===== src/rtl/sram_bus_arbiter.sv =====
// sram_bus_arbiter
//   Shares one SRAM-like memory port (addr_ok/data_ok split handshake,
//   in-order responses) between the instruction-fetch requester and the
//   data requester. Every accepted transaction is recorded in an ID FIFO
//   as {owner, drop}. Each mem_data_ok is routed back to the owner of the
//   FIFO head. Fetch responses cancelled by a pipeline flush are discarded.
//
// Handshake: a requester raises *_req and holds it, with stable payload,
//   until it sees *_addr_ok. A request is accepted in the cycle where
//   req && addr_ok. mem_data_ok is a single-cycle response that pairs with
//   the oldest accepted, unanswered transaction. *_data_ok is a one-cycle
//   pulse in that same cycle.
//
// Ports:
//   clk, reset          clock, synchronous active-high reset
//   inst_*              fetch requester (read-only, word size)
//   inst_cancel         flush: drop every outstanding fetch response
//   data_*              load/store requester
//   mem_*               downstream SRAM-like port (cache / AXI bridge)
//
// Parameter:
//   OUTSTANDING         ID FIFO depth (power of 2, >= 2)
//
// Optional build macro:
//   ARB_RR_EN           round-robin between the requesters using a 1-bit
//                       last_grant register. When undefined, data has
//                       fixed priority over inst.

module sram_bus_arbiter #(
  parameter int OUTSTANDING = 4
) (
  input  logic        clk,
  input  logic        reset,
  input  logic        inst_req,
  input  logic [31:0] inst_addr,
  output logic        inst_addr_ok,
  output logic        inst_data_ok,
  output logic [31:0] inst_rdata,
  input  logic        inst_cancel,
  input  logic        data_req,
  input  logic        data_wr,
  input  logic [1:0]  data_size,
  input  logic [3:0]  data_wstrb,
  input  logic [31:0] data_addr,
  input  logic [31:0] data_wdata,
  output logic        data_addr_ok,
  output logic        data_data_ok,
  output logic [31:0] data_rdata,
  output logic        mem_req,
  output logic        mem_wr,
  output logic [1:0]  mem_size,
  output logic [3:0]  mem_wstrb,
  output logic [31:0] mem_addr,
  output logic [31:0] mem_wdata,
  input  logic        mem_addr_ok,
  input  logic        mem_data_ok,
  input  logic [31:0] mem_rdata
);

  localparam int PTR_W = $clog2(OUTSTANDING);
  localparam logic [PTR_W:0] FULL_CNT = (PTR_W + 1)'(OUTSTANDING);

  // ID FIFO storage. owner: 0 = inst, 1 = data.
  logic [OUTSTANDING-1:0] owner_q;
  logic [OUTSTANDING-1:0] drop_q;
  logic [PTR_W-1:0]       wr_ptr;
  logic [PTR_W-1:0]       rd_ptr;
  logic [PTR_W:0]         count;

  // Lock: holds the grant while a request waits for mem_addr_ok.
  logic lock_q;
  logic lock_owner_q;

  logic grant_data;
  logic sel_req;
  logic full;
  logic push;
  logic pop;
  logic head_owner;
  logic head_drop;

`ifdef ARB_RR_EN
  // 0 = inst granted last, 1 = data granted last.
  logic last_grant;

  always_ff @(posedge clk) begin
    if (reset) begin
      last_grant <= 1'b0;
    end else if (push) begin
      last_grant <= grant_data;
    end
  end
`endif

  // Grant selection. The lock overrides arbitration, so the request
  // presented downstream never changes before it is accepted.
  always_comb begin
    grant_data = 1'b0;
    if (lock_q) begin
      grant_data = lock_owner_q;
    end else if (data_req && inst_req) begin
`ifdef ARB_RR_EN
      grant_data = ~last_grant;
`else
      grant_data = 1'b1;
`endif
    end else begin
      grant_data = data_req;
    end
  end

  assign sel_req = grant_data ? data_req : inst_req;

  // Full is taken from the registered count only. A pop in the same cycle
  // does not re-open the port until the next cycle.
  assign full    = (count == FULL_CNT);
  assign mem_req = !reset && !full && sel_req;

  assign inst_addr_ok = mem_req && !grant_data && mem_addr_ok;
  assign data_addr_ok = mem_req &&  grant_data && mem_addr_ok;

  // An inst grant is always a word read with no write payload.
  assign mem_wr    = grant_data & data_wr;
  assign mem_size  = grant_data ? data_size  : 2'd2;
  assign mem_wstrb = grant_data ? data_wstrb : 4'd0;
  assign mem_addr  = grant_data ? data_addr  : inst_addr;
  assign mem_wdata = grant_data ? data_wdata : 32'd0;

  assign push = mem_req && mem_addr_ok;
  // A response with nothing outstanding is ignored.
  assign pop  = !reset && mem_data_ok && (count != '0);

  assign head_owner = owner_q[rd_ptr];
  assign head_drop  = drop_q[rd_ptr];

  assign inst_data_ok = pop && !head_owner && !head_drop;
  assign data_data_ok = pop &&  head_owner && !head_drop;
  assign inst_rdata   = mem_rdata;
  assign data_rdata   = mem_rdata;

  always_ff @(posedge clk) begin
    if (reset) begin
      owner_q      <= '0;
      drop_q       <= '0;
      wr_ptr       <= '0;
      rd_ptr       <= '0;
      count        <= '0;
      lock_q       <= 1'b0;
      lock_owner_q <= 1'b0;
    end else begin
      // Marking every inst slot is safe: stale slots are rewritten on push.
      if (inst_cancel) begin
        drop_q <= drop_q | ~owner_q;
      end
      // A fetch accepted in the cancel cycle is already stale.
      if (push) begin
        owner_q[wr_ptr] <= grant_data;
        drop_q[wr_ptr]  <= !grant_data && inst_cancel;
        wr_ptr          <= wr_ptr + 1'b1;
      end
      if (pop) begin
        rd_ptr <= rd_ptr + 1'b1;
      end
      case ({push, pop})
        2'b10:   count <= count + 1'b1;
        2'b01:   count <= count - 1'b1;
        default: count <= count;
      endcase
      lock_q       <= mem_req && !mem_addr_ok;
      lock_owner_q <= grant_data;
    end
  end

endmodule


===== config.mk =====
export PLATFORM = sky130hd
export DESIGN_NAME = sram_bus_arbiter
export DESIGN_NICKNAME = d
export VERILOG_FILES = /design/src/rtl/sram_bus_arbiter.sv
export SDC_FILE = /design/constraint.sdc
export NUM_CORES = 1
export LEC_CHECK = 0
export ABC_AREA = 0
export BUFFER_PORTS_ARGS = -buffer_cell sky130_fd_sc_hd__clkbuf_2
export CORE_AREA = 3 3 107 109
export DETAILED_ROUTE_END_ITERATION = 16
export DIE_AREA = 0 0 110 112
export MAX_ROUTING_LAYER = met4
export SYNTH_ARGS = -nofsm -noshare
export SYNTH_HDL_FRONTEND = slang
export SYNTH_SLANG_ARGS = --single-unit

===== constraint.sdc =====
create_clock -name clk -period 3 [get_ports clk]
set_clock_uncertainty 0.2 [all_clocks]
set_input_delay 0.3 -clock clk [delete_from_list [all_inputs] [get_ports clk]]
set_output_delay 0.3 -clock clk [all_outputs]
set_load 0.02 [all_outputs]

# --- Word-level counts from Yosys, hierarchy flattened ---
# Cells that the tools add are included.
totals:
  out_inout_bits: 140
  latchBits: 0
  input_bits: 142
  romBits: 0
  elab_cells: 64
  ram_bits: 0
  register_bits: 17
  n_memories: 0
op_classes:
  reduce_logical: 25
  add_sub_neg: 4
  div: 0
  bitwise_logic: 3
  n_mul: 0
  muxes: 19
  n_eq_ne: 3
  n_shift: 0
  order_cmp: 3
ops:
  columns: ["operator", "count"]
  rows:
  - ["two-way mux 32 bit", 2]
  - ["logical AND 1 bit", 17]
  - ["two-way mux 4 bit", 4]
  - ["bitwise mux 4 bit", 2]
  - ["logical NOT 1 bit", 6]
  - ["< comparator 2 x 3 -> 1 bit, second input constant", 2]
  - ["two-way mux 1 bit", 6]
  - ["case mux 3 bit (2 select lines)", 1]
  - ["adder 2 x 1 -> 2 bit, second input constant", 2]
  - ["binary-select mux 1 bit (select 2 bit)", 2]
  - ["NOT 4 bit", 1]
  - ["OR 4 bit", 1]
  - ["adder 3 x 1 -> 3 bit, second input constant", 1]
  - ["equality test 3 bit, second input constant", 1]
  - ["nonzero test 3 bit", 1]
  - ["subtractor 3 x 1 -> 3 bit, second input constant", 1]
  - ["demux 1 bit (select 2 bit)", 1]
  - ["equality test 2 x 1 -> 1 bit, second input constant", 1]
  - ["equality test 2 bit, second input constant", 1]
  - ["greater-or-equal comparator 2 x 1 -> 1 bit, second input constant", 1]
  - ["two-way mux 2 bit", 1]
  - ["nonzero test 2 bit", 1]
  - ["AND 1 bit", 1]

# --- Depth between registers and ports, before layout ---
logic_depth:
  depth_word: 8
  ltp_mapped: 9
  mapped_depth_nobuf: 9

# --- Least setup slack after synthesis ---
# OpenSTA, ideal clock, no wires.
synth_path:
  kind: "reg-to-reg"
  startpoint: "reg lock_owner_q"
  endpoint: "reg count[2]"
  arrival_time_ns: 2.231
  stages_incl_launch_ff: 10
  required_ns: 2.730
  period_less_slack_ns: 2.501
  path_buffers: 0
  setup_ns: 0.070
  slack_ns: 0.499
  path_cell_list: "dfxtp_1 mux2i_1 a2111oi_4 nand2_2 ha_1 inv_1 fa_1 xor2_1 or3_1 a21oi_1"
synth_between:
  elab_chain_cells: 6
  word_cells_on_any_way: 8
  classes_between: "2 x eq/ne; 3 x mux; 3 x reduce/logical"
synth_lines:
  columns: ["item", "line", "rtl"]
  rows:
  - ["from (decl)", "72", "logic lock_owner_q;"]
  - ["from (signal assigned)", "170", "lock_owner_q <= grant_data;"]
  - ["two-way mux 1 bit *", "99", "if (lock_q) begin"]
  - ["two-way mux 1 bit *", "112", "assign sel_req = grant_data ? data_req : inst_req;"]
  - ["logical AND 1 bit *", "117", "assign mem_req = !reset && !full && sel_req;"]
  - ["named net mem_req", "49", "output logic mem_req,"]
  - ["logical AND 1 bit *", "129", "assign push = mem_req && mem_addr_ok;"]
  - ["equality test 2 x 1 -> 1 bit / equality test 2 bit (equally long branches)", "164", "case ({push, pop})"]
  - ["case mux 3 bit (2 select lines) / nonzero test 2 bit (equally long branches)", null, null]
  - ["to (signal assigned)", "165", "2'b10: count <= count + 1'b1;"]
  - ["to (signal assigned)", "166", "2'b01: count <= count - 1'b1;"]
  - ["to (signal assigned)", "167", "default: count <= count;"]
  - ["to (decl)", "68", "logic [PTR_W:0] count;"]
# The timed path passes the listed nets; every way through them passes the cells marked *.
# A chain may end at the register's enable or synchronous reset.

# --- Final worst setup path ---
layout_path:
  startpoint: "reg count[0]"
  endpoint: "reg count[2]"
layout_between:
  word_cells_on_any_way: 13
  classes_between: "2 x add/sub; 3 x eq/ne; 1 x mux; 7 x reduce/logical"
layout_lines:
  columns: ["item", "line", "rtl"]
  rows:
  - ["nonzero test 3 bit *", "131", "assign pop = !reset && mem_data_ok && (count != '0);"]
  - ["logical AND 1 bit *", "131", null]
  - ["named net pop", "78", "logic pop;"]
  - ["equality test 2 x 1 -> 1 bit / equality test 2 bit (equally long branches)", "164", null]
  - ["case mux 3 bit (2 select lines) / nonzero test 2 bit (equally long branches)", null, null]
# Marks and branches as above.

==> flow_metrics.env <==
export IMPL_synthMostInstantiatedCell="buf_4"
export IMPL_layout_drive_gt1_share_pct=65.6
export IMPL_synth_edf_count=0
export IMPL_start_kind="flop"
export IMPL_postSynthAreaPerCell_sq_um=8.68
export IMPL_drv_slew=0
export IMPL_netlist_top_cells_count="buf_4, nor2b_1, mux2_2"
export IMPL_numPlacedInstances=488
export IMPL_cts_resized=0
export IMPL_whs_path_depth=2
export IMPL_cap_viol_max_count=0
export IMPL_critical_path_top_delay_family="simple AND/OR/NAND/NOR gates"
export IMPL_synth_warnings=0
export IMPL_yosys_area_top_type_share_pct=23.5
export IMPL_path_cells="nor3_1, nor3b_1, ha_1, inv_1, fa_1, xor2_1, or3_1, a21oi_1"
export IMPL_nets=501
export IMPL_floorplan_initialDensity_pct=19.1
export IMPL_synthFlopType="dfxtp_1"
export IMPL_drt_initial_drc_count=63
export IMPL_row_count=38
export IMPL_antenna_found_initial=0
export IMPL_ys_seq_area_share_pct=16.7
export IMPL_cts_root_buf="clkbuf_8"
export IMPL_syn_inst=235
export IMPL_firstDrtPassIters=4
export IMPL_die_area_sq_um=12300
export IMPL_gp_congestion=0.703
export IMPL_fillers=1196
export IMPL_critPathSlowestCell="nor3b_1"
export IMPL_portBuffers=185
export IMPL_p_total_uw=871
export IMPL_final_hold_violation_count=0
export IMPL_wl_per_cell_microns=16.8
export IMPL_vias=1994
export IMPL_cts_inserted_buffers=3
export IMPL_critPathMaxStageDelay_ps=430
export IMPL_cp_arrival_ps=2500
export IMPL_cts_setup_buffers=0
export IMPL_routed_wl_mm=8.30
export IMPL_clock_fmax_ghz=0.397
export IMPL_grt_pass1_wl_mm=11.7
export IMPL_synth_top_cells_by_area="buf_4, mux2_2, dfxtp_1"
export IMPL_grtUsageTotal_pct=13.4
export IMPL_path_depth=8
export IMPL_clkSinkCount=17
export IMPL_synth_top_area_cell="buf_4"
export IMPL_cts_clk_slew_worst_paths_ps=70
export IMPL_leakage_uw=0.00143
export IMPL_status="finished clean"
export IMPL_min_path_type="input port to flop"
export IMPL_grt_max_degree=76
export IMPL_instances_no_fill=493
export IMPL_ys_async_sr_fraction_pct=0
export IMPL_synth_seq_cells=17
export IMPL_clk_latency_ps=250
export IMPL_cts_buffer_depth=2
export IMPL_ios=282
export IMPL_cts_htree_levels=1
export IMPL_grt_pass1_vias=2073
export IMPL_die_y_microns=112
export IMPL_period_needed_ps=2520
export IMPL_crit_buf_inv=1
export IMPL_rsz0062_at_grt="no"
export IMPL_setup_viol=0
export IMPL_drcViolationCount=0
export IMPL_cts_tree="yes"
export IMPL_r2r_cells=8
export IMPL_fin_crit_sh_pct=83.9
export IMPL_routed_via_density=4.04
export IMPL_cp_data_required_time_ps=2990
export IMPL_area_delta_synth_final_pct=32.9
export IMPL_postCtsHoldBufs=0
export IMPL_fp_dieW_microns=110
export IMPL_dp_hpwl_mm=7.49
export IMPL_slew_headroom_pct=67.1
export IMPL_grt_overflow=0
export IMPL_fin_setup_tns_ps=0
export IMPL_p_per_area_nw_per_um2=321
export IMPL_path_class="flop to flop"
export IMPL_core_area_sq_um=10700
export IMPL_yosysUniqueCellTypes=31
export IMPL_netlist_area_sq_um=2040
export IMPL_tightest_slew_ps=492
export IMPL_end_kind="flop"
export IMPL_ir_worst_vdd_uv=132
export IMPL_path_max_fanout=4
export IMPL_syn_num_nets=383
export IMPL_final_antenna_net_count=0
[path summary, 6_finish.rpt]
path	start	to	slack, ps
worst min register to register	owner_q[2]$_SDFFE_PP0P_	owner_q[2]$_SDFFE_PP0P_	300
worst max-delay path	count[0]$_SDFFE_PP0P_	count[2]$_SDFFE_PP0P_	480
worst min-delay path	mem_addr_ok	lock_q$_SDFF_PP0_	140
worst max register to register	count[0]$_SDFFE_PP0P_	count[2]$_SDFFE_PP0P_	480
[per-layer routing]
metal	vias to the layer above	share of wire, %	routed length, microns	GRT usage, %
met2	102	60	4970	26.5
met5	-	0	0	-
met1	930	32	2680	12.9
li1	944	-	-	-
met4	0	1.8	152	3.99
met3	18	6.0	496	1.86
[final cells by class]
type	count	area [sq um]	area share, %
Antenna cell	1	2.50	0.0923
Timing Repair Buffer	188	961	35.4
Clock buffer	4	45.0	1.66
Multi-Input combinational cell	137	1170	43.0
Tap cell	140	175	6.46
Inverter	6	22.5	0.830
Sequential cell	17	340	12.5
[layout by cell type (no fill, tap or decap)]
master / n
clkbuf_2: 185
nor2b_1: 43
mux2_2: 33
dfxtp_1: 17
mux2i_1: 9
nor2_1: 8
inv_1: 6
nand3_1: 5
ha_1: 5
o21bai_1: 4
nand2b_1: 4
nor3b_1: 3
a21oi_1: 3
clkbuf_8: 3
or2_2: 2
mux4_2: 2
xnor2_1: 2
xor2_1: 2
buf_4: 2
diode_2: 1
nor3_1: 1
mux2i_4: 1
a2111oi_4: 1
nand2_2: 1
and3b_1: 1
and3_1: 1
nand3b_1: 1
nor4bb_1: 1
o21ai_0: 1
or3_1: 1
a21o_1: 1
fa_1: 1
clkbuf_1: 1
buf_12: 1
[cell families (layout without fill, tap and decap cells)]
family,count (synthesis),in the layout,synth area share [%]
other cells,0,1,0
buf+inv,81,198,26.8
mux,45,45,25.3
simple gates,72,72,21.3
fa+ha+maj,6,6,4.05
flops,17,17,16.7
compound gates,10,10,4.17
xor+xnor,4,4,1.72
[report_power, final]
part,switching (uW),internal [uW],total [uW]
logic,250,194,444
clock network,80.4,94.3,175
registers,12.8,239,252
[per-stage QoR]
stage	setup WS (ps)	util [%]	hold WS (ps)	cell area [sq um]
floorplan	499	-	263	2040
global placement	580	24.9	280	2670
detailed placement	478	24.9	294	2670
CTS	466	25.3	132	2710
global route	259	25.3	169	2710
finish	484	25.4	137	2710
[flip-flops by register name, summed over array words and instances, names as in the netlist]
name	count
lock_owner_q	1
owner_q	4
count	3
wr_ptr	2
lock_q	1
rd_ptr	2
drop_q	4
Power figures use the tool's default switching activity.
